===== config.mk =====
export PLATFORM = sky130hd
export DESIGN_NAME = fetch_stage
export DESIGN_NICKNAME = d
export VERILOG_FILES = /design/src/rtl/fetch_stage.sv
export SDC_FILE = /design/constraint.sdc
export NUM_CORES = 1
export LEC_CHECK = 0
export BUFFER_PORTS_ARGS = -buffer_cell sky130_fd_sc_hd__buf_2
export CORE_AREA = 5 5 147 93
export CTS_CLUSTER_DIAMETER = 30
export DETAILED_ROUTE_END_ITERATION = 10
export DIE_AREA = 0 0 152 98
export SYNTH_ARGS = -nofsm -noshare
export SYNTH_HDL_FRONTEND = slang
export SYNTH_SLANG_ARGS = --single-unit

===== constraint.sdc =====
create_clock -name clk -period 2 [get_ports clk]
set_input_delay 0.2 -clock clk [delete_from_list [all_inputs] [get_ports clk]]
set_output_delay 0.2 -clock clk [all_outputs]
set_load 0.1 [all_outputs]

===== src/rtl/fetch_stage.sv =====
// Instruction-fetch stage: owns the word-addressed PC, registers the fetched
// word into IF/ID, and handles stall, flush, redirect and the HALT instruction.
module fetch_stage #(
  parameter int          MEM_DEPTH = 1024,
  parameter logic [31:0] RESET_PC  = 32'd0,
  parameter logic [31:0] HALT_WORD = 32'hFFFF_FFFF
) (
  input  logic        clk,
  input  logic        rst,
  input  logic        stall,
  input  logic        flush,
  input  logic        redirect_valid,
  input  logic [31:0] redirect_target,
  input  logic [31:0] instruction,
  output logic [31:0] address,
  output logic [31:0] if_id_instr,
  output logic [31:0] if_id_pc_plus1,
  output logic        if_id_valid,
  output logic        halted,
  output logic [31:0] fetch_count
);

  localparam int AW = $clog2(MEM_DEPTH);

  typedef enum logic {RUN, HALTED} state_t;

  typedef struct packed {
    logic [31:0] instr;
    logic [31:0] pc_plus1;
    logic        valid;
  } ifid_t;

  state_t         state;
  ifid_t          ifid;
  logic [AW-1:0]  pc;
  logic [AW-1:0]  pc_next;
  logic [31:0]    pc_next32;
  logic [AW-1:0]  tgt;
  logic           unused_tgt_hi;

  // AW-bit add wraps the PC modulo MEM_DEPTH for free
  assign pc_next       = pc + 1'b1;
  assign pc_next32     = {{(32-AW){1'b0}}, pc_next};
  assign tgt           = redirect_target[AW-1:0];
  assign unused_tgt_hi = ^redirect_target[31:AW];

  assign address        = {{(32-AW){1'b0}}, pc};
  assign if_id_instr    = ifid.instr;
  assign if_id_pc_plus1 = ifid.pc_plus1;
  assign if_id_valid    = ifid.valid;
  assign halted         = (state == HALTED);

  always_ff @(posedge clk) begin
    if (!rst) begin
      pc          <= RESET_PC[AW-1:0];
      ifid        <= '0;
      state       <= RUN;
      fetch_count <= '0;
    end else if (redirect_valid) begin
      pc    <= tgt;
      ifid  <= '0;
      state <= RUN;
    end else if (state == HALTED) begin
      if (flush || !stall) ifid <= '0;
    end else if (stall) begin
      if (flush) ifid <= '0;
    end else if (flush) begin
      // fetched word is dropped but the PC still advances past it
      ifid <= '0;
      pc   <= pc_next;
    end else if (instruction == HALT_WORD) begin
      ifid        <= '{instr: HALT_WORD, pc_plus1: pc_next32, valid: 1'b1};
      state       <= HALTED;
      fetch_count <= fetch_count + 32'd1;
    end else begin
      ifid        <= '{instr: instruction, pc_plus1: pc_next32, valid: 1'b1};
      pc          <= pc_next;
      fetch_count <= fetch_count + 32'd1;
    end
  end

endmodule


-- After elaboration in Yosys (flattened, before gate mapping)
Cells that the tools add are included.
- add/subtract/negate cells: 2
- equality and inequality tests: 6
- multiplexer cells: 15
- bitwise operators: 5
- reductions and logical operators: 6
- operator list (cell ; number):
    $mux 65 ; 6
    $mux 10 ; 5
    $add 32x1->32 const B ; 1
    $eq 32x32->1 const B ; 1
    $add 10x1->10 const B ; 1
    $not 1->1 ; 5
    $mux 1 ; 4
    $ne 2x1->1 const B ; 2
    $reduce_and 4->1 ; 1
    $ne 3x1->1 const B ; 1
    $ne 3x3->1 const B ; 1
    $reduce_and 3->1 ; 1
    $ne 2x2->1 const B ; 1
    $reduce_and 2->1 ; 1
    $reduce_or 2->1 ; 1
    $logic_not 1->1 ; 1
    $logic_or 1x1->1 ; 1
- register bits after elaboration: 108
- input bits: 69
- output and inout port bits: 130
- word-level logic and storage cells: 40

-- Longest topological paths before layout
Gate-level depths: netlist of run 1.
- depth after elaboration: 6
- mapped depth: 7
- mapped depth without buffers: 6

-- Worst setup path after synthesis of run 1
No wires, ideal clock.
- path type: register to register
- from: reg fetch_count[7]
- to: reg fetch_count[25]
- setup time: 128 ps
- data arrival time: 2439 ps
- required time: 1872 ps
- slack: -566 ps
- stages on the path, launching flop included: 7
- buffers on the path: 1
- clock period less this slack: 2566 ps
- cells stage by stage: dfxtp_1 > nand4_2 > or3_4 > buf_6 > nor4_2 > xnor2_1 > nor2_1
- longest elaborated chain between the ends: 1
- ends and longest elaborated chain (what ; RTL line ; RTL):
    start: declaration ; 20 ; output logic [31:0] fetch_count
    start signal: assignment ; 74 ; fetch_count <= fetch_count + 32'd1;
    start signal: assignment ; 78 ; fetch_count <= fetch_count + 32'd1;
    $add 32x1->32 ; 74, 78 ;
Every way passes these cells.
A chain may end at the register's enable or synchronous reset.

-- Worst setup path after layout of run 1
- from: reg state, in the netlist halted
- to: reg fetch_count[29]
- longest elaborated chain between the ends: 2
- ends and longest elaborated chain (what ; RTL line ; RTL):
    start: declaration ; 33 ; state_t state;
    start signal: assignment ; 57 ; state <= RUN;
    start signal: assignment ; 62 ; state <= RUN;
    start signal: assignment ; 73 ; state <= HALTED;
    $not 1->1 (no line) ; n/a ;
    $reduce_and 4->1 (no line) ; n/a ;
Every way passes these cells.

==> results of run 1 <==
==> stage by stage <==
step	setup WS (ns)	instances	hold WS, ns
floorplan	0.000320	508	0.340
global placement	0.116	755	0.445
detailed placement	0.0667	755	0.462
CTS	0.123	770	0.108
global route	0.0380	770	0.129
finish	0.133	771	0.122
==> sequential cells by signal, indices dropped and copies added (netlist names) <==
| name | count |
|---|---|
| if_id_valid | 1 |
| fetch_count | 32 |
| if_id_instr | 32 |
| if_id_pc_plus1 | 10 |
| halted | 1 |
| pc | 10 |
==> worst max path at each step <==
stage,startpoint,cells past startpoint,endpoint
final,halted,5,fetch_count[29]
after global placement,flush,6,fetch_count[29]
after global routing,halted,5,fetch_count[29]
after CTS,halted,5,fetch_count[29]
after detailed placement,flush,6,fetch_count[29]
after floorplan,fetch_count[25],4,fetch_count[31]
==> layer usage <==
layer / vias to the layer above / routed length, um
li1: 1813 / -
met3: 6 / 732
met2: 104 / 5230
met5: - / 0
met1: 1762 / 5650
met4: 0 / 106
==> kinds of logic (layout without fill, tap and decap cells) <==
family | after synthesis | in the layout
buf+inv | 75 | 167
simple gates | 188 | 188
fa+ha+maj | 2 | 2
other cells | 1 | 45
flops | 86 | 86
xor+xnor | 32 | 32
mux | 8 | 8
compound gates | 73 | 73
==> area by class of cell <==
cell class	instances	area (um^2)
Antenna cell	1	2.50
Timing Repair Buffer	145	783
Inverter	7	26.3
Clock buffer	12	268
Tap cell	170	213
Clock inverter	3	16.3
Multi-Input combinational cell	347	2110
Fill cell	1243	7130
Sequential cell	86	1790
==> power groups by stage <==
stage | clock network, mW | registers (mW) | logic (mW)
2_1_floorplan | 0 | 2.01 | 0.570
3_3_place_gp | 0 | 1.80 | 0.865
3_5_place_dp | 0 | 1.80 | 0.873
4_1_cts | 1.66 | 1.77 | 0.875
5_1_grt | 1.73 | 1.77 | 0.913
6_report | 1.60 | 1.77 | 0.874
==> Yosys cell counts, types with 3 or more instances <==
master / count
nand2b_1: 3
nor3_1: 12
dfxtp_1: 86
mux2i_1: 7
o21ai_0: 5
nand3_1: 16
clkbuf_1: 19
nor4_2: 5
or3_1: 3
buf_4: 44
a22oi_1: 38
nand4_1: 15
a2bb2oi_1: 4
a21oi_1: 9
xnor2_1: 18
nand2_1: 24
nor2_1: 78
a211oi_1: 3
nor4_1: 3
a21o_1: 3
inv_1: 7
xor2_1: 14
and3_1: 7
a32o_1: 3
==> worst min-delay path, stage by stage <==
cell     delay [ns]
buf_2          0.09
a22oi_1        0.06
nor2_1         0.07
==> results.txt, run 1 <==
Post-Syn Area -> 0.00412 mm^2
status -> complete, no violations
mux share of post-synthesis cell area -> 0.0197
Critical Path AT -> 2.09 ns
clock power share -> 0.377
Yosys top cell by area -> dfxtp_1
cts bufs inserted -> 9
Final period util -> 0.934
Period minus WS final -> 1.87 ns
cell area after layout -> 0.00520 mm^2
overall power -> 4.24 mW
number of global-route vias before repair -> 3669
worst path required time -> 2.22 ns
worst-path fanout max -> 7
r2r setup slk -> 0.13 ns
clk_lat worst skew -> 0.33 ns
clock tree buffer depth -> 2
Sw Ratio -> 0.338
Initial Util -> 0.334
cell family with most CP delay -> simple AND/OR/NAND/NOR gates
Internal -> 2.80 mW
grt met2 use -> 0.238
RSZ-0062 raised after global routing -> false
CP startpoint kind -> register
post-route ant nets -> 0
worst slew pin tran -> 0.556 ns
critical path type -> register to register
largest net degree at the start of global routing -> 39
leading cell type in the layout, fill and taps excluded -> buf_2
overall die width -> 152 um
Worst Hold End -> if_id_instr[11]
busiest grt layer -> met2
sequential share of power -> 0.417
H-Tree Depth -> 3
WP buf/inv -> 0
Die H -> 98 um
complex-gate fraction of the synthesized area -> 0.130
largest family of logic cells by synthesized area -> simple AND/OR/NAND/NOR gates
RR Startpoint -> halted
Comb pwr share -> 0.206
EDFF count, synth -> 0
Slew Limit Headroom -> 0.629
XOR/XNOR share of the synthesized area -> 0.0680
VDD IR-drop max -> 0.437 mV
Leak -> 2.34 nW
post-layout util -> 0.422
Cell variety after synth -> 53
# rows -> 32
Fin Setup TNS -> 0 ns
PortBufs -> 132
slowest stage cell, crit path -> or4_4
Clock Skew -> 0.0110 ns
Pwr Density -> 814 mW/mm^2
fmax -> 535 MHz
HP Start -> instruction[11]
Post-CTS Hold Fix Bufs -> 0
Slew Viols, Final -> 0
Core Area -> 0.0123 mm^2
final setup fails -> 0
share of layout cells above drive strength 1 -> 0.357
Vias per Instance -> 4.78
share of the synthesized area in the top cell type -> 0.418
root buffer selected by CTS -> clkbuf_16
routed wire length -> 11700 um
Cells after Synth -> 465
DRT iter0 DRCs -> 233
cells resized by post-CTS repair -> 0
gr usage total -> 0.155
reported max-cap violation count -> 0
# nets final -> 667
Post-CTS Repair Setup Buffers -> 0
adder-cell area share of the yosys netlist -> 0.00608
CP Capture Type -> register
sequential-to-total area share from yosys stat -> 0.418
gpl congestion -> 0.807
syn avg cell area -> 8.86 um^2
first-pass GRT wire length -> 19000 um
DR vias -> 3685
met1 usage -> 0.210
most common flop cell mapped by yosys -> dfxtp_1
clk slew on worst S/H paths -> 0.06 ns
hpwl dp -> 9170 um
CTS tree -> yes
crit-path cells -> or4_4 -> or2_1 -> nor3_4 -> a21oi_1 -> o21a_1
Largest stage delay, worst path -> 0.51 ns
Fin. Hold Viols -> 0
Hold Crit Depth -> 3
# clock sinks -> 86
Synth warnings -> 0
GR Overflow Total -> 0
die area -> 0.0149 mm^2
DR pass1 iterations -> 4
Synth area leaders -> dfxtp_1 42%, buf_4 8.0%, nor2_1 7.1%, a22oi_1 6.9%, xnor2_1 3.8%
hold crit path type -> primary input to register
sw power -> 1.43 mW
IO Count -> 199
final routed DRC violation total -> 0
initial antenna violation count -> 1
Synth Area in Simple Gates -> 0.244
GRT met3 Usage -> 0.0483
DP Area -> 0.00492 mm^2
commonest non-fill, non-tap cells in the layout -> 132 x buf_2, 77 x nor2_1, 53 x dfxtp_1
FF-to-FF End -> fetch_count[29]
worst reg-to-reg path cell count -> 5
Post-synth ARST share -> 0
Area growth syn-to-layout -> 26.3%
WL/cell -> 15.2 um
flops & latches, synth -> 86
(Power assumes the default switching activity.)
==> run 2, diff against run 1 <==
--- a/config.mk
+++ b/config.mk
@@ -6,10 +6,13 @@
 export NUM_CORES = 1
 export LEC_CHECK = 0
 export BUFFER_PORTS_ARGS = -buffer_cell sky130_fd_sc_hd__buf_2
-export CORE_AREA = 5 5 147 93
+export CELL_PAD_IN_SITES_DETAIL_PLACEMENT = 1
+export CELL_PAD_IN_SITES_GLOBAL_PLACEMENT = 2
+export CORE_AREA = 5 5 172 108
 export CTS_CLUSTER_DIAMETER = 30
 export DETAILED_ROUTE_END_ITERATION = 10
-export DIE_AREA = 0 0 152 98
+export DIE_AREA = 0 0 177 113
+export PLACE_DENSITY_LB_ADDON = 0.1
 export SYNTH_ARGS = -nofsm -noshare
 export SYNTH_HDL_FRONTEND = slang
 export SYNTH_SLANG_ARGS = --single-unit
==> run 2 against run 1 <==
Die area rose by 34%. Largest cell class unchanged. Setup slack got worse by 0.023 ns. First-iteration DRC count fell by 15%. Sequential power barely moved. Largest power group unchanged. Global-route usage fell by 1.8 points. Clock power rose by 7%. Design area rose by 2.6%.
==> results.txt, run 2 (synthesized netlist as in run 1, its figures left out) <==
share of layout cells above drive strength 1 -> 0.367
Final period util -> 0.945
hold slack -> 0.102 ns
VDD IR-drop max -> 0.346 mV
Initial Util -> 0.246
Area growth syn-to-layout -> 29.6%
overall die width -> 177 um
RSZ-0062 raised after global routing -> false
status -> complete, no violations
Slew Viols, Final -> 0
leading cell type in the layout, fill and taps excluded -> buf_2
RR Startpoint -> halted
worst-path fanout max -> 7
DR vias -> 3761
hpwl dp -> 10700 um
sequential share of power -> 0.405
Internal -> 2.83 mW
DR pass1 iterations -> 4
WP buf/inv -> 0
Pwr Density -> 816 mW/mm^2
CP startpoint kind -> register
HP Start -> redirect_target[5]
Post-Place Cells -> 825
Post-CTS Repair Setup Buffers -> 0
crit-path cells -> or4_4 -> or2_2 -> nor3_4 -> a21oi_1 -> o21a_1
Largest stage delay, worst path -> 0.54 ns
Worst Hold End -> pc[5]
GR Overflow Total -> 0
overall power -> 4.36 mW
Critical Path AT -> 2.13 ns
number of inserted diodes -> 0
IO Count -> 199
worst slew pin tran -> 0.659 ns
critical path type -> register to register
first-pass GRT wire length -> 21600 um
Fin. Hold Viols -> 0
fmax -> 529 MHz
Hold Crit Depth -> 2
clock power share -> 0.392
worst path required time -> 2.24 ns
post-route ant nets -> 0
final setup fails -> 0
largest net degree at the start of global routing -> 39
clk_lat worst skew -> 0.34 ns
CTS tree -> yes
number of global-route vias before repair -> 3900
sw power -> 1.52 mW
die area -> 0.0200 mm^2
Slew Limit Headroom -> 0.557
worst reg-to-reg path cell count -> 5
reported max-cap violation count -> 0
Non-Filler Instances -> 841
initial antenna violation count -> 1
Vias per Instance -> 4.47
Period minus WS final -> 1.89 ns
gr usage total -> 0.137
Comb pwr share -> 0.203
cts bufs inserted -> 9
final routed DRC violation total -> 0
PortBufs -> 132
routed wire length -> 13700 um
hold crit path type -> primary input to register
Core Area -> 0.0168 mm^2
slowest stage cell, crit path -> or4_4
clk slew on worst S/H paths -> 0.07 ns
# rows -> 37
Clock Skew -> 0.00676 ns
H-Tree Depth -> 3
WL/cell -> 16.3 um
Fin Setup TNS -> 0 ns
Die H -> 113 um
clock tree buffer depth -> 2
CP Capture Type -> register
cell family with most CP delay -> simple AND/OR/NAND/NOR gates
# nets final -> 673
# clock sinks -> 86
DRT iter0 DRCs -> 197
Leak -> 2.37 nW
commonest non-fill, non-tap cells in the layout -> 132 x buf_2, 77 x nor2_1, 53 x dfxtp_1
root buffer selected by CTS -> clkbuf_16
Sw Ratio -> 0.350
FF-to-FF End -> fetch_count[29]
gpl congestion -> 0.735
r2r setup slk -> 0.11 ns
==> run 2: layout make-up <==
class                           instances  area [um^2]
Timing Repair Buffer                  151          828
Sequential cell                        86         1790
Tap cell                              234          293
Fill cell                            2002        11400
Inverter                                7         26.3
Clock inverter                          7         72.6
Multi-Input combinational cell        347         2110
Clock buffer                            9          225
==> run 2: through the flow <==
| step | setup slack, ns | cell area (um^2) | util |
|---|---|---|---|
| after detailed placement | -0.0814 | 5040 | 0.301 |
| after global placement | -0.113 | 5040 | 0.301 |
| after CTS | 0.0549 | 5340 | 0.319 |
| after global routing | 0.0162 | 5340 | 0.319 |
| final | 0.109 | 5340 | 0.319 |
| after floorplan | 0.000320 | 4350 | - |
==> run 2: worst max path at each step <==
stage,startpoint,cells after the start,slack (ns),endpoint
4_1_cts,halted,5,0.05,fetch_count[23]
3_3_place_gp,instruction[7],8,-0.11,pc[5]
2_1_floorplan,fetch_count[25],4,0.0003,fetch_count[31]
5_1_grt,halted,6,0.02,fetch_count[13]
6_report,halted,5,0.11,fetch_count[29]
3_5_place_dp,instruction[12],8,-0.08,pc[5]
==> run 2: power by group through the flow <==
stage	registers (mW)	logic (mW)	clock network, mW
detailed placement	1.81	0.888	0
CTS	1.77	0.889	1.80
floorplan	2.01	0.570	0
global placement	1.80	0.884	0
finish	1.77	0.884	1.71
global route	1.77	0.926	1.85
==> run 2: repair_timing <==
action	in CTS	in global routing
setup endpoints to repair	0	3
hold buffers	0	0
gates resized for setup	0	1
==> run 2: layer usage <==
layer | global-route usage | share of wire
met3 | 0.0491 | 0.075
met1 | 0.193 | 0.50
met5 | 0 | 0.00095
met2 | 0.198 | 0.42
met4 | 0.0340 | 0.0080
==> run 3, diff against run 2 <==
--- a/config.mk
+++ b/config.mk
@@ -8,10 +8,11 @@
 export BUFFER_PORTS_ARGS = -buffer_cell sky130_fd_sc_hd__buf_2
 export CELL_PAD_IN_SITES_DETAIL_PLACEMENT = 1
 export CELL_PAD_IN_SITES_GLOBAL_PLACEMENT = 2
-export CORE_AREA = 5 5 172 108
+export CORE_AREA = 2 2 169 105
 export CTS_CLUSTER_DIAMETER = 30
 export DETAILED_ROUTE_END_ITERATION = 10
-export DIE_AREA = 0 0 177 113
+export DIE_AREA = 0 0 171 107
+export GPL_TIMING_DRIVEN = 0
 export PLACE_DENSITY_LB_ADDON = 0.1
 export SYNTH_ARGS = -nofsm -noshare
 export SYNTH_HDL_FRONTEND = slang
==> run 3 against run 2 <==
Via count grew 4.2%. Non-clock buffer count grew 50. Utilization grew 1.6 points. Setup slack lost 0.0052 ns. Register-to-register slack is essentially flat. Clock power shrank 5%. Sequential power is essentially flat. Clock skew grew 0.00077 ns. Sequential cell count is the same. Maximum frequency shrank 0.27%. Combinational power grew 7.6%. Count of clock-buffer cells in the layout is the same.
==> results.txt, run 3 (synthesized netlist as in run 1, its figures left out) <==
H-Tree Depth -> 3
share of layout cells above drive strength 1 -> 0.385
final setup fails -> 0
commonest non-fill, non-tap cells in the layout -> 134 x buf_2, 78 x nor2_1, 53 x dfxtp_1
number of global-route vias before repair -> 3836
Clock Skew -> 0.00753 ns
Slew Limit Headroom -> 0.573
reported max-cap violation count -> 0
Initial Util -> 0.246
Die H -> 107 um
die area -> 0.0183 mm^2
worst path required time -> 2.22 ns
Pwr Density -> 774 mW/mm^2
HP Start -> redirect_target[5]
slowest stage cell, crit path -> or3_4
CP startpoint kind -> register
Critical Path AT -> 2.11 ns
Period minus WS final -> 1.90 ns
clock power share -> 0.374
post-route ant nets -> 0
clk_lat worst skew -> 0.35 ns
WP buf/inv -> 1
VDD IR-drop max -> 0.331 mV
sw power -> 1.57 mW
Comb pwr share -> 0.219
WL/cell -> 15.6 um
final routed DRC violation total -> 0
Setup crit start -> fetch_count[7]
# nets final -> 723
initial antenna violation count -> 1
Final period util -> 0.948
sequential share of power -> 0.407
overall power -> 4.34 mW
cell depth of the worst setup path -> 6
GR Overflow Total -> 0
Hold Crit Depth -> 2
Internal -> 2.77 mW
Core Area -> 0.0168 mm^2
CTS tree -> yes
DRT iter0 DRCs -> 203
Leak -> 2.56 nW
worst-path fanout max -> 10
hpwl dp -> 11000 um
crit-path cells -> nand4_2 -> or3_4 -> buf_6 -> nor4_2 -> xnor2_1 -> nor2_1
clk slew on worst S/H paths -> 0.07 ns
IO Count -> 199
largest net degree at the start of global routing -> 17
overall die width -> 171 um
# rows -> 37
Slew Viols, Final -> 0
worst reg-to-reg path cell count -> 6
first-pass GRT wire length -> 21400 um
Fin. Hold Viols -> 0
hold crit path type -> primary input to register
RR Startpoint -> fetch_count[7]
fmax -> 527 MHz
# clock sinks -> 86
routed wire length -> 13900 um
clock tree buffer depth -> 2
RSZ-0062 raised after global routing -> false
Largest stage delay, worst path -> 0.50 ns
cts bufs inserted -> 9
status -> complete, no violations
gpl congestion -> 0.775
Area growth syn-to-layout -> 36.2%
PortBufs -> 132
worst slew pin tran -> 0.640 ns
hold slack -> 0.0973 ns
Vias per Instance -> 4.39
gr usage total -> 0.154
Sw Ratio -> 0.362
CP Capture Type -> register
DR vias -> 3918
DR pass1 iterations -> 4
Post-CTS Hold Fix Bufs -> 0
critical path type -> register to register
root buffer selected by CTS -> clkbuf_16
leading cell type in the layout, fill and taps excluded -> buf_2
cell family with most CP delay -> simple AND/OR/NAND/NOR gates
-- run 3: repair_timing --
item,in CTS,in global routing
setup endpoints to repair,16,27
pin swaps,1,1
setup buffers,0,3
resized for setup,2,1
-- run 3: routing by layer --
layer / vias to the layer above / global-route usage / wire length, um
met3: 10 / 0.0506 / 1030
met2: 111 / 0.217 / 5740
li1: 1923 / - / -
met1: 1874 / 0.224 / 7000
met5: - / 0 / 0
met4: 0 / 0.0381 / 139
-- run 3: worst paths after layout --
check / slack, ns / end
setup reg to reg: 0.10 / fetch_count[23]
hold / removal: 0.1 / pc[5]
setup / recovery: 0.10 / fetch_count[23]
hold reg to reg: 0.46 / if_id_valid
-- run 3: metrics by stage --
stage	std cells	util	instance area (um^2)	TNS, ns	setup slack (ns)
floorplan	508	-	4350	0	0.000320
global placement	874	0.316	5300	-5.12	-0.480
detailed placement	874	0.316	5300	-7.27	-0.440
CTS	890	0.334	5590	0	0.0317
global route	891	0.335	5610	0	0.00379
finish	892	0.335	5610	0	0.104
-- run 3: cell type report --
class | count | area (um^2)
multi-input combinational | 347 | 2100
timing repair buffer | 135 | 683
antenna | 1 | 2.50
clock inverter | 7 | 56.3
fill | 2057 | 11100
clock buffer | 9 | 225
buffer | 66 | 434
tap | 234 | 293
inverter | 7 | 26.3
sequential | 86 | 1790
-- run 3: power groups by stage --
| stage | combinational [mW] | clock (mW) | sequential, mW |
|---|---|---|---|
| 6_report | 0.951 | 1.62 | 1.77 |
| 5_1_grt | 0.997 | 1.76 | 1.77 |
| 4_1_cts | 0.952 | 1.69 | 1.76 |
| 3_5_place_dp | 0.950 | 0 | 1.80 |
| 3_3_place_gp | 0.945 | 0 | 1.80 |
| 2_1_floorplan | 0.570 | 0 | 2.01 |
-- run 3: worst reg2reg max path, delay by kind of cell (launching register included) --
kind / cells / cell delay, ns
AND/OR/NAND/NOR: 4 / 1.04
XOR/XNOR: 1 / 0.17
buffers and inverters: 1 / 0.18
flip-flops: 1 / 0.38
